### src/rtl/axis_spi_pkg.sv
// Shared types and constants for the axis_spi block family.
// Contains the arbiter state encoding and the byte width used on every
// AXI-Stream path between requesters, arbiter and the SPI master.
package axis_spi_pkg;

    localparam int unsigned DATA_WIDTH = 8;

    typedef enum logic [1:0] {
        IDLE,
        XFER,
        RESP
    } arb_state_e;

endpackage

### src/rtl/axis_spi_rr_picker.sv
// Combinational requester picker.
// Returns the first asserted request at or after ptr_i (wrapping modulo
// REQ_NUM) as a one-hot vector plus its binary index. valid_o flags that
// at least one request was present.
module axis_spi_rr_picker #(
    parameter int unsigned REQ_NUM   = 4,
    parameter int unsigned REQ_WIDTH = (REQ_NUM > 1) ? $clog2(REQ_NUM) : 1
) (
    input  logic [REQ_NUM-1:0]   req_i,
    input  logic [REQ_WIDTH-1:0] ptr_i,
    output logic [REQ_NUM-1:0]   grant_o,
    output logic [REQ_WIDTH-1:0] idx_o,
    output logic                 valid_o
);

    logic [REQ_WIDTH-1:0] cand;

    // Scan REQ_NUM positions starting at the pointer; the first hit wins.
    always_comb begin
        grant_o = '0;
        idx_o   = '0;
        valid_o = 1'b0;
        cand    = '0;
        for (int unsigned i = 0; i < REQ_NUM; i++) begin
            cand = REQ_WIDTH'((32'(ptr_i) + i) % REQ_NUM);
            if (!valid_o && req_i[cand]) begin
                valid_o       = 1'b1;
                grant_o[cand] = 1'b1;
                idx_o         = cand;
            end
        end
    end

endmodule

### src/rtl/axis_spi_arbiter.sv
// Packet arbiter sharing one axis_spi_master between REQ_NUM requesters.
// A grant covers a full request packet (up to request tlast) and is held
// until the master's response beat with tlast is accepted, so the target
// address stays stable through CS deassertion and the WAIT gap.
// Build option: define AXIS_SPI_ARB_FIXED_PRIO_EN for fixed priority
// (lowest index wins); the default build is round-robin.
module axis_spi_arbiter
    import axis_spi_pkg::*;
#(
    parameter int unsigned REQ_NUM    = 4,
    parameter int unsigned SLAVE_NUM  = 1,
    parameter int unsigned ADDR_WIDTH = (SLAVE_NUM > 1) ? $clog2(SLAVE_NUM) : 1,
    parameter int unsigned REQ_WIDTH  = (REQ_NUM > 1) ? $clog2(REQ_NUM) : 1
) (
    input  logic                             clk_i,
    input  logic                             arstn_i,
    input  logic [REQ_NUM*DATA_WIDTH-1:0]    req_tdata_i,
    input  logic [REQ_NUM-1:0]               req_tvalid_i,
    input  logic [REQ_NUM-1:0]               req_tlast_i,
    input  logic [REQ_NUM*ADDR_WIDTH-1:0]    req_addr_i,
    output logic [REQ_NUM-1:0]               req_tready_o,
    output logic [DATA_WIDTH-1:0]            rsp_tdata_o,
    output logic [REQ_NUM-1:0]               rsp_tvalid_o,
    output logic                             rsp_tlast_o,
    input  logic [REQ_NUM-1:0]               rsp_tready_i,
    output logic [DATA_WIDTH-1:0]            spi_tdata_o,
    output logic                             spi_tvalid_o,
    output logic                             spi_tlast_o,
    input  logic                             spi_tready_i,
    output logic [ADDR_WIDTH-1:0]            spi_addr_o,
    input  logic [DATA_WIDTH-1:0]            spi_rsp_tdata_i,
    input  logic                             spi_rsp_tvalid_i,
    input  logic                             spi_rsp_tlast_i,
    output logic                             spi_rsp_tready_o,
    output logic [REQ_NUM-1:0]               grant_o,
    output logic                             busy_o
);

    arb_state_e state_q, state_d;

    logic [REQ_NUM-1:0]    grant_q;
    logic [REQ_WIDTH-1:0]  gidx_q;
    logic [ADDR_WIDTH-1:0] addr_q;
    logic [REQ_WIDTH-1:0]  pick_ptr;
    logic [REQ_NUM-1:0]    pick_grant;
    logic [REQ_WIDTH-1:0]  pick_idx;
    logic                  pick_valid;
    logic                  release_now;

    logic [DATA_WIDTH-1:0] req_data [REQ_NUM];
    logic [ADDR_WIDTH-1:0] req_addr [REQ_NUM];

    // Split the flat request buses into per-requester lanes.
    always_comb begin
        for (int unsigned k = 0; k < REQ_NUM; k++) begin
            req_data[k] = req_tdata_i[k*DATA_WIDTH +: DATA_WIDTH];
            req_addr[k] = req_addr_i[k*ADDR_WIDTH +: ADDR_WIDTH];
        end
    end

`ifdef AXIS_SPI_ARB_FIXED_PRIO_EN
    assign pick_ptr = '0;
`else
    logic [REQ_WIDTH-1:0] ptr_q;
    logic [REQ_WIDTH-1:0] next_ptr;

    assign pick_ptr = ptr_q;
    assign next_ptr = (gidx_q == REQ_WIDTH'(REQ_NUM - 1)) ? '0 : gidx_q + REQ_WIDTH'(1);

    // Round-robin pointer advances past the owner when its grant is released.
    always_ff @(posedge clk_i or negedge arstn_i) begin
        if (!arstn_i) begin
            ptr_q <= '0;
        end else if (release_now) begin
            ptr_q <= next_ptr;
        end
    end
`endif

    axis_spi_rr_picker #(
        .REQ_NUM   (REQ_NUM),
        .REQ_WIDTH (REQ_WIDTH)
    ) u_picker (
        .req_i   (req_tvalid_i),
        .ptr_i   (pick_ptr),
        .grant_o (pick_grant),
        .idx_o   (pick_idx),
        .valid_o (pick_valid)
    );

    // Next state plus TX/RX routing to the current owner.
    always_comb begin
        state_d          = state_q;
        release_now      = 1'b0;
        spi_tdata_o      = '0;
        spi_tvalid_o     = 1'b0;
        spi_tlast_o      = 1'b0;
        req_tready_o     = '0;
        rsp_tvalid_o     = '0;
        spi_rsp_tready_o = 1'b1;
        case (state_q)
            IDLE: begin
                if (pick_valid) begin
                    state_d = XFER;
                end
            end
            XFER: begin
                spi_tdata_o          = req_data[gidx_q];
                spi_tvalid_o         = req_tvalid_i[gidx_q];
                spi_tlast_o          = req_tlast_i[gidx_q];
                req_tready_o[gidx_q] = spi_tready_i;
                rsp_tvalid_o[gidx_q] = spi_rsp_tvalid_i;
                spi_rsp_tready_o     = rsp_tready_i[gidx_q];
                if (spi_tvalid_o && spi_tready_i && spi_tlast_o) begin
                    state_d = RESP;
                end
            end
            RESP: begin
                rsp_tvalid_o[gidx_q] = spi_rsp_tvalid_i;
                spi_rsp_tready_o     = rsp_tready_i[gidx_q];
                if (spi_rsp_tvalid_i && spi_rsp_tready_o && spi_rsp_tlast_i) begin
                    state_d     = IDLE;
                    release_now = 1'b1;
                end
            end
            default: state_d = IDLE;
        endcase
    end

    // State register; owner and target address are captured at grant time.
    always_ff @(posedge clk_i or negedge arstn_i) begin
        if (!arstn_i) begin
            state_q <= IDLE;
            grant_q <= '0;
            gidx_q  <= '0;
            addr_q  <= '0;
        end else begin
            state_q <= state_d;
            if (state_q == IDLE && pick_valid) begin
                grant_q <= pick_grant;
                gidx_q  <= pick_idx;
                addr_q  <= req_addr[pick_idx];
            end else if (release_now) begin
                grant_q <= '0;
            end
        end
    end

    assign rsp_tdata_o = spi_rsp_tdata_i;
    assign rsp_tlast_o = spi_rsp_tlast_i;
    assign spi_addr_o  = addr_q;
    assign grant_o     = grant_q;
    assign busy_o      = (state_q != IDLE);

endmodule

### config.mk
export PLATFORM = sky130hd
export DESIGN_NAME = axis_spi_arbiter
export DESIGN_NICKNAME = d
export VERILOG_FILES = /design/src/rtl/axis_spi_pkg.sv /design/src/rtl/axis_spi_rr_picker.sv /design/src/rtl/axis_spi_arbiter.sv
export SDC_FILE = /design/constraint.sdc
export NUM_CORES = 1
export LEC_CHECK = 0
export CAP_MARGIN = 15
export CELL_PAD_IN_SITES_DETAIL_PLACEMENT = 1
export CELL_PAD_IN_SITES_GLOBAL_PLACEMENT = 1
export CORE_UTILIZATION = 27
export CTS_CLUSTER_DIAMETER = 120
export CTS_CLUSTER_SIZE = 14
export DETAILED_ROUTE_END_ITERATION = 10
export GPL_TIMING_DRIVEN = 0
export PLACE_DENSITY = 0.84
export REMOVE_ABC_BUFFERS = 1
export SLEW_MARGIN = 20
export SYNTH_ARGS = -nofsm -noshare
export SYNTH_HDL_FRONTEND = slang
export SYNTH_SLANG_ARGS = --single-unit
export TNS_END_PERCENT = 20
### constraint.sdc
create_clock -name clk_i -period 3.6 [get_ports clk_i]
set_input_delay 0.54 -clock clk_i [delete_from_list [all_inputs] [get_ports clk_i]]
set_output_delay 0.54 -clock clk_i [all_outputs]
set_load 0.01 [all_outputs]
**Word level (Yosys, flattened, before mapping)**

Cells that the tools add are included.

- $add $sub $neg: 4
- Multiply operators: 0
- Divide/modulo/power cells: 0
- Order comparisons: 12
- Eq/ne operators: 6
- Shifts and indexed selects: 0
- Muxes and demuxes: 57
- Bitwise operators: 7
- Reduce and logical (&&, ||, !) cells: 21

Operators with widths:

| operator | count |
|---|---|
| $mux W4 | 8 |
| $mux W8 | 3 |
| $mux W1 | 23 |
| $bmux W1 S2 | 8 |
| $bmux W8 S2 | 1 |
| $mux W2 | 8 |
| $lt A2 B3 Y1 const B | 5 |
| $logic_and A1 B1 Y1 | 13 |
| $or A4 B4 Y4 | 3 |
| $demux W1 S2 | 5 |
| $ge A2 B1 Y1 const B | 5 |
| $and A4 B4 Y4 | 2 |
| $ge A3 B3 Y1 const B | 2 |
| $ne A2 B2 Y1 const B | 3 |
| $not A2 Y3 | 2 |
| $pmux W2 S3 | 1 |
| $add A2 B1 Y2 const B | 2 |
| $add A2 B2 Y2 const B | 2 |
| $eq A2 B2 Y1 const B | 2 |
| $reduce_bool A2 Y1 | 2 |
| $logic_not A1 Y1 | 3 |
| $reduce_and A3 Y1 | 1 |
| $eq A2 B1 Y1 const B | 1 |
| $logic_not A2 Y1 | 1 |
| $reduce_or A2 Y1 | 1 |

- Register bits: 11
- Latch bits: 0
- RAM bits: 0
- Memory bits (read-only): 0
- Output and inout bits: 34
- Memories kept: 0

**Depth between registers and ports, before layout**

Gate-level depths: netlist of the first run.

- Depth in word-level cells: 16
- Mapped depth: 10
- Gate-level depth less buffers: 8

**Cells and area by module**

Synthesis of the first run repeated with hierarchy kept, for this count alone.

- Cells, all modules: 140
- Area, all modules: 1483.9 sq um

By module, submodules not included:

| module | instances | cells each | area each (sq um) |
|---|---|---|---|
| axis_spi_arbiter | 1 | 95 | 1062.3 |
| axis_spi_rr_picker | 1 | 45 | 421.7 |

**Least setup slack after synthesis of the first run**

No wires, ideal clock.

- Path kind: reg2reg
- Start point: register ptr_q[0] (netlist: pick_ptr[0])
- End point: register addr_q (netlist: spi_addr_o)
- Library setup time: 99 ps
- Arrival: 2536 ps
- Data required time: 3501 ps
- Slack: 964 ps
- Stages on the path, launching flop included: 10
- Buffers on the path: 2
- Period minus slack after synthesis: 2636 ps
- Path through: dfrtp_1 > buf_2 > buf_4 > inv_1 > ha_1 > mux4_2 > or4_1 > o311ai_2 > a2111oi_2 > a311oi_1

- Cells in the longest elaborated chain, start to end: 16
- Elaborated cells between the ends (all ways): 30
- Those cells by class: 3 x add/sub; 19 x mux; 1 x bitwise; 7 x reduce/logical

RTL lines:

| element | line | source |
|---|---|---|
| start, declared | axis_spi_arbiter.sv:64 | `logic [REQ_WIDTH-1:0] ptr_q;` |
| start signal, assigned | axis_spi_arbiter.sv:75 | `ptr_q <= next_ptr;` |
| branches (longest 16 deep; another with $add A2 B1 Y2) | -- |  |
| end signal, assigned | axis_spi_arbiter.sv:142 | `addr_q <= req_addr[pick_idx];` |
| end, declared | axis_spi_arbiter.sv:43 | `logic [ADDR_WIDTH-1:0] addr_q;` |

Several ways; the timed one is not identified. The select of a mux whose other input is x is not followed.
A chain may end at the register's enable or synchronous reset.

**Final worst setup path of the first run**

Same ends and word-level chain as after synthesis.

==> results of run 1 <==
layer usage:
metal	track usage	vias up
li1	-	755
met1	0.217	780
met2	0.289	42
met3	0.0322	6
met4	0.0527	0
met5	0	-
layout make-up:
cell class                 instances  area (sq um)  area share
inverter                          10          37.5      0.0158
clock buffer                       4          45.0      0.0189
tap                               72          90.1      0.0379
multi-input combinational        130          1150       0.484
timing repair buffer              78           781       0.328
sequential                        11           275       0.116
synth_stat cells (4+ instances only):
library cell,instances,area share
a221oi_1,4,0.022
a22oi_1,4,0.019
and2_1,10,0.039
and3_1,9,0.035
buf_2,5,0.016
buf_4,11,0.052
clkbuf_1,4,0.0094
dfrtp_1,11,0.17
ha_1,15,0.12
inv_1,10,0.023
mux2i_1,6,0.038
mux4_2,12,0.17
nand2_1,11,0.026
nor2_1,13,0.030
o21ai_0,9,0.028
o22ai_1,4,0.016
cells by family after synthesis:
logic type | share of synthesized area
AND/OR/NAND/NOR | 0.207
AO/OA/AOI/OAI | 0.161
buffers and inverters | 0.109
multiplexers | 0.223
adder cells (fa/ha/maj) | 0.117
flip-flops | 0.172
XOR/XNOR | 0.0109
worst min-delay path: stages (launching register included):
cell	delay, ns
dfrtp_1	0.37
nand2_1	0.06
o22ai_1	0.06
power breakdown:
group,internal (mW),switching (mW)
combinational,0.687,0.577
clock,0.0776,0.0442
sequential,0.179,0.160
total,0.944,0.782
state kept, by name, summed over array words and instances, names as in the netlist:
name / count
state_q: 2
grant_o: 4
spi_addr_o: 1
gidx_q: 2
pick_ptr: 2
worst paths after layout:
path	from	end	slack [ns]	cells past startpoint
worst max-delay path	pick_ptr[0]$_DFFE_PN0P_	spi_addr_o$_DFFE_PN0P_	0.51	7
worst min-delay path	grant_o[3]$_DFFE_PN0P_	grant_o[3]$_DFFE_PN0P_	0.54	2
worst max register to register	pick_ptr[0]$_DFFE_PN0P_	spi_addr_o$_DFFE_PN0P_	0.51	7
worst min register to register	grant_o[3]$_DFFE_PN0P_	grant_o[3]$_DFFE_PN0P_	0.54	2
max in group asynchronous	arstn_i	state_q[0]$_DFFE_PN0P_	2.60	1
min in group asynchronous	arstn_i	gidx_q[0]$_DFFE_PN0P_	0.65	1
through the flow:
step / hold WS [ns] / power, mW / cell area (sq um)
after floorplan: 0.244 / 1.09 / 1460
after global placement: 0.532 / 1.56 / 2330
after detailed placement: 0.535 / 1.61 / 2330
after CTS: 0.541 / 1.74 / 2380
after global routing: 0.567 / 1.88 / 2380
final: 0.541 / 1.73 / 2380
==> insert_results.sql, run 1 <==
INSERT INTO impl_metrics (metric_group, metric, value, unit) VALUES
('global_routing', 'grt_start_max_net_pins', '25', ''),
('clock_tree', 'htreeDepth', '1', ''),
('cells_and_area', 'layout.cells.most_common_list', 'clkdlybuf4s50_1, ha_1, nor2_1', ''),
('cells_and_area', 'finish.cell_count_without_fillers', '305', ''),
('global_routing', 'global_route.overflow_total', '0', ''),
('sta', 'finalHoldViolations', '0', ''),
('yosys', 'yosys_most_used_dff', 'dfrtp_1', ''),
('sta', 'fmax', '323', 'MHz'),
('floorplan', 'core_area', '0.00561', 'sq mm'),
('cells_and_area', 'synthToLayoutAreaGrowth', '48.6', '%'),
('critical_path', 'critical_path.top_delay_family', 'flip-flops', ''),
('power', 'power-per-cell-area', '725', 'mW/mm^2'),
('critical_path', 'critical_path_buf_inv_count', '1', ''),
('clock_tree', 'post-cts-setup-buffer-count', '0', ''),
('clock_tree', 'ctsRootBufferMaster', 'clkbuf_8', ''),
('cells_and_area', 'insertedDiodeCount', '0', ''),
('cells_and_area', 'layout-drive-gt1-share', '0.0773', ''),
('route', 'vias_post_dr', '1583', ''),
('clock_tree', 'cts_repair_resize_count', '0', ''),
('worst_hold_path', 'hold_path.class', 'reg2reg', ''),
('critical_path', 'timing.critical_path.arrival', '3.23', 'ns'),
('critical_path', 'setup.worst_path.end_class', 'register', ''),
('yosys', 'share_of_the_yosys_chip_area_belonging_to_registers', '0.172', ''),
('placement', 'place_inst', '301', ''),
('floorplan', 'chipHeight', '79.0', 'microns'),
('sta', 'setup_viol_count_final', '0', ''),
('route', 'first_pass_iters', '4', ''),
('floorplan', 'die-width', '79.0', 'microns'),
('clock_tree', 'clkSinkCount', '11', ''),
('cells_and_area', 'layout.cells.most_common', 'clkdlybuf4s50_1', ''),
('cells_and_area', 'layout.filler_cells', '657', ''),
('critical_path', 'cp_max_fo', '24', ''),
('route', 'routed-wl-met2', '2620', 'microns'),
('yosys', 'synth_cell_types', '45', ''),
('critical_path', 'critical_path.cell_chain', 'inv_1, ha_1, mux4_2, or4_1, o311ai_2, a2111oi_2, a311oi_1', ''),
('route', 'wl_per_cell', '17.0', 'microns'),
('outcome', 'status', 'complete, no violations', ''),
('critical_path', 'critical_path_class', 'reg2reg', ''),
('cells_and_area', 'fin_util', '0.424', ''),
('sta', 'timing.final.crit_share', '0.859', ''),
('global_routing', 'grtUsageTotal', '0.170', ''),
('placement', 'placement.io_buffers', '78', ''),
('critical_path', 'timing.critical_path.from_type', 'register', ''),
('floorplan', 'io-pin-count', '95', ''),
('critical_path', 'crit_path_max_incr_delay', '0.86', 'ns'),
('yosys', 'yosys_warnings', '0', ''),
('route', 'drt-initial-drc-count', '76', ''),
('sta', 'unrepaired_setup_endpoints_after_global_routing', 'no', ''),
('sta', 'slew_viol_final', '0', ''),
('clock_tree', 'clk_latency', '0.24', 'ns'),
('route', 'met1Wirelength', '2330', 'microns'),
('critical_path', 'required', '3.74', 'ns'),
('clock_tree', 'cts_inserted_buffers', '3', ''),
('yosys', 'syn-instance-count', '173', ''),
('yosys', 'post_synth_instance_area', '0.00160', 'sq mm'),
('yosys', 'synth-seq-cells', '11', ''),
('sta', 'finalCriticalPeriod', '3.09', 'ns'),
('yosys', 'number_of_enable_type_register_cells_in_the_synthesized_netlist', '0', ''),
('clock_tree', 'cts_hold_buffers', '0', ''),
('floorplan', 'floorplan_row_count', '27', ''),
('sta', 'totalNegativeSetupSlack', '0', 'ns'),
('yosys', 'postSynthAreaPerCell', '9.26', 'sq um'),
('global_routing', 'antenna_found_initial', '0', ''),
('placement', 'dp_hpwl', '4160', 'microns'),
('route', 'finalWirelength', '5200', 'microns'),
('global_routing', 'global_route_wire_length_before_repair', '8280', 'microns'),
('clock_tree', 'cts_tree', 'done', ''),
('route', 'ant_nets', '0', ''),
('route', 'route.top_layer_used', 'met4', ''),
('global_routing', 'via_count_of_the_first_global_routing_pass', '1662', ''),
('job', 'drv_cap', '0', '');
(Power assumes the default switching activity.)
==> run 2, diff against run 1 <==
--- a/config.mk
+++ b/config.mk
@@ -8,15 +8,16 @@
 export CAP_MARGIN = 15
 export CELL_PAD_IN_SITES_DETAIL_PLACEMENT = 1
 export CELL_PAD_IN_SITES_GLOBAL_PLACEMENT = 1
-export CORE_UTILIZATION = 27
+export CORE_UTILIZATION = 26
 export CTS_CLUSTER_DIAMETER = 120
 export CTS_CLUSTER_SIZE = 14
 export DETAILED_ROUTE_END_ITERATION = 10
 export GPL_TIMING_DRIVEN = 0
-export PLACE_DENSITY = 0.84
+export PLACE_DENSITY = 0.82
 export REMOVE_ABC_BUFFERS = 1
 export SLEW_MARGIN = 20
 export SYNTH_ARGS = -nofsm -noshare
 export SYNTH_HDL_FRONTEND = slang
+export SYNTH_HIERARCHICAL = 1
 export SYNTH_SLANG_ARGS = --single-unit
 export TNS_END_PERCENT = 20
==> run 2 against run 1 <==
Clock power about the same. Maximum frequency shrank 3.3%. Synthesized area down 7.3%. Register-to-register slack worse by 0.11 ns. Die area shrank 3.7%. Final area shrank 4.1%. Count of clock-buffer cells in the layout unchanged. Non-clock buffer count unchanged. Critical endpoint is now spi_addr_o$_DFFE_PN0N_. Largest power group unchanged.
==> insert_results.sql, run 2 <==
INSERT INTO impl_metrics (metric_group, metric, value, unit) VALUES
('clock_tree', 'cts_inserted_buffers', '3', ''),
('route', 'finalWirelength', '4210', 'microns'),
('yosys', 'post_synth_main_area_contributors', 'dfrtp_1, mux4_2, ha_1', ''),
('global_routing', 'antenna_found_initial', '0', ''),
('sta', 'worst-slew-pin-transition', '0.798', 'ns'),
('cells_and_area', 'insertedDiodeCount', '0', ''),
('yosys', 'synth_cell_types', '31', ''),
('floorplan', 'design.die.area', '0.00601', 'sq mm'),
('critical_path', 'setup.worst_path.end_class', 'register', ''),
('critical_path', 'cp-startpoint', 'pick_ptr[0]$_DFFE_PN0P_', ''),
('worst_hold_path', 'number_of_cells_traversed_by_the_worst_hold_path', '2', ''),
('yosys', 'syn-instance-count', '140', ''),
('clock_tree', 'ctsRootBufferMaster', 'clkbuf_8', ''),
('clock_tree', 'cts_hold_buffers', '0', ''),
('critical_path', 'worst_setup_path_endpoint', 'spi_addr_o$_DFFE_PN0N_', ''),
('yosys', 'yosys_warnings', '6', ''),
('placement', 'placement.io_buffers', '78', ''),
('job', 'drv_cap', '0', ''),
('clock_tree', 'cts_repair_resize_count', '0', ''),
('clock_tree', 'clk_latency', '0.24', 'ns'),
('cells_and_area', 'finish.cell_count_without_fillers', '278', ''),
('global_routing', 'grtUsageTotal', '0.151', ''),
('yosys', 'synth-seq-cells', '11', ''),
('floorplan', 'start_util', '0.269', ''),
('cells_and_area', 'layout.nets', '282', ''),
('cells_and_area', 'layout.cells.most_common', 'clkdlybuf4s50_1', ''),
('critical_path', 'cp_max_fo', '14', ''),
('placement', 'place_inst', '274', ''),
('yosys', 'number_of_enable_type_register_cells_in_the_synthesized_netlist', '0', ''),
('yosys', 'share_of_the_yosys_chip_area_belonging_to_registers', '0.185', ''),
('power', 'ir_worst_vdd', '270', 'uV'),
('route', 'wl_per_cell', '15.1', 'microns'),
('sta', 'finalCriticalPeriod', '3.20', 'ns'),
('route', 'first_pass_iters', '4', ''),
('yosys', 'postSynthAreaPerCell', '10.6', 'sq um'),
('floorplan', 'io-pin-count', '95', ''),
('cells_and_area', 'fin_util', '0.414', ''),
('sta', 'timing.final.crit_share', '0.888', ''),
('sta', 'slew_viol_final', '0', ''),
('floorplan', 'chipHeight', '77.5', 'microns'),
('route', 'vias_post_dr', '1391', ''),
('sta', 'worst_clock_skew', '0.000819', 'ns'),
('global_routing', 'global_route.overflow_total', '0', ''),
('floorplan', 'core_area', '0.00551', 'sq mm'),
('yosys', 'synth_top_area_share', '0.185', ''),
('cells_and_area', 'largest_register_ffs', '4', ''),
('global_routing', 'via_count_of_the_first_global_routing_pass', '1516', ''),
('yosys', 'asyncSetResetFlopFracSynth', '1.00', ''),
('critical_path', 'required', '3.72', 'ns'),
('yosys', 'post_synth_most_frequent_cells', 'ha_1, mux4_2, dfrtp_1', ''),
('cells_and_area', 'layout.cells.most_common_list', 'clkdlybuf4s50_1, ha_1, mux4_2', ''),
('placement', 'gpl.final_weighted_congestion', '0.822', ''),
('sta', 'finalHoldViolations', '0', ''),
('clock_tree', 'cts_tree', 'done', ''),
('route', 'route.detailed.drc', '0', ''),
('worst_hold_path', 'hold_path.class', 'reg2reg', ''),
('outcome', 'status', 'complete, no violations', ''),
('power', 'power-per-cell-area', '678', 'mW/mm^2'),
('yosys', 'yosys.area.top_type', 'dfrtp_1', ''),
('yosys', 'post_synth_instance_area', '0.00148', 'sq mm'),
('cells_and_area', 'layout-drive-gt1-share', '0.117', ''),
('sta', 'totalNegativeSetupSlack', '0', 'ns'),
('critical_path', 'regToRegSetupSlack', '0.40', 'ns'),
('route', 'mean_number_of_vias_per_cell', '5.00', ''),
('critical_path', 'timing.critical_path.arrival', '3.32', 'ns'),
('floorplan', 'floorplan_row_count', '27', ''),
('route', 'ant_nets', '0', ''),
('global_routing', 'grt_start_max_net_pins', '17', ''),
('clock_tree', 'clk_transition_reported_paths', '0.05', 'ns'),
('route', 'drt-initial-drc-count', '24', ''),
('clock_tree', 'ctsLongestPathBuffers', '2', ''),
('floorplan', 'die-width', '77.5', 'microns'),
('clock_tree', 'htreeDepth', '1', ''),
('critical_path', 'timing.critical_path.from_type', 'register', ''),
('critical_path', 'timing.rr.start', 'pick_ptr[0]$_DFFE_PN0P_', ''),
('sta', 'setup_viol_count_final', '0', ''),
('power', 'cellLeakagePower', '0.926', 'nW'),
('cells_and_area', 'stdcell_area', '0.00228', 'sq mm'),
('placement', 'dp_hpwl', '3520', 'microns'),
('sta', 'fmax', '313', 'MHz'),
('yosys', 'post-synth-top-count-cell', 'ha_1', ''),
('sta', 'slew-limit-headroom', '0.468', ''),
('clock_tree', 'post-cts-setup-buffer-count', '0', ''),
('placement', 'place_area', '0.00224', 'sq mm'),
('clock_tree', 'clkSinkCount', '11', ''),
('yosys', 'yosys_most_used_dff', 'dfrtp_1', ''),
('critical_path', 'reg2reg_depth', '8', ''),
('cells_and_area', 'synthToLayoutAreaGrowth', '53.8', '%'),
('sta', 'unrepaired_setup_endpoints_after_global_routing', 'no', ''),
('critical_path', 'timing.rr.end', 'spi_addr_o$_DFFE_PN0N_', ''),
('global_routing', 'global_route_wire_length_before_repair', '7340', 'microns'),
('critical_path', 'critical_path_class', 'reg2reg', '');
[run 2: kinds of logic (layout without fill, tap and decap cells)]
family	Yosys count	in the layout	share of synthesized area
AOI/OAI and AO/OA	19	19	0.0919
adders and majority gates	14	14	0.118
buffers and inverters	25	91	0.102
DFF	11	11	0.185
muxes	25	25	0.320
and+or+nand+nor	46	46	0.183
[run 2: worst max-delay path, stage by stage, from the launching register on]
cell and delay [ns]:
dfrtp_1 0.68, inv_1 0.14, ha_1 0.39, mux4_2 0.46, and2b_2 0.32, o21ai_0 0.09, o31ai_1 0.16, mux4_2 0.57
mux2_2 0.27
[run 2: metrics by stage]
step / hold slack, ns / power (mW) / setup WS (ns)
after global placement: 0.488 / 1.40 / 0.388
after detailed placement: 0.500 / 1.44 / 0.362
after CTS: 0.512 / 1.57 / 0.405
after global routing: 0.538 / 1.70 / 0.174
after floorplan: 0.244 / 0.999 / 0.763
final: 0.505 / 1.55 / 0.402
[run 2: per-layer routing]
metal / global-route usage / vias to the layer above / routed length, microns
met5: 0 / - / 0
met1: 0.174 / 676 / 1670
met2: 0.278 / 57 / 2290
li1: - / 656 / -
met4: 0.0283 / 0 / 8
met3: 0.0412 / 2 / 237
[run 2: power breakdown]
part	internal, mW	switching, mW
Clock	0.0776	0.0444
Combinational	0.632	0.482
Sequential	0.180	0.130
[run 2: cell type report]
type | count | area, sq um
Tap cell | 72 | 90.1
Multi-Input combinational cell | 104 | 1060
Sequential cell | 11 | 275
Inverter | 9 | 33.8
Fill cell | 612 | 3220
Clock buffer | 4 | 45.0
Timing Repair Buffer | 78 | 781
[run 2: how the worst min path moves through the flow]
stage                                 startpoint                     end  slack (ns)
after global placement    grant_o[3]$_DFFE_PN0P_  grant_o[3]$_DFFE_PN0P_        0.49
after global routing      spi_addr_o$_DFFE_PN0N_  spi_addr_o$_DFFE_PN0N_        0.54
after CTS                 grant_o[0]$_DFFE_PN0P_  grant_o[0]$_DFFE_PN0P_        0.51
final                     grant_o[0]$_DFFE_PN0P_  grant_o[0]$_DFFE_PN0P_        0.51
after floorplan                          arstn_i   gidx_q[0]$_DFFE_PN0N_        0.24
after detailed placement  grant_o[0]$_DFFE_PN0P_  grant_o[0]$_DFFE_PN0P_        0.50
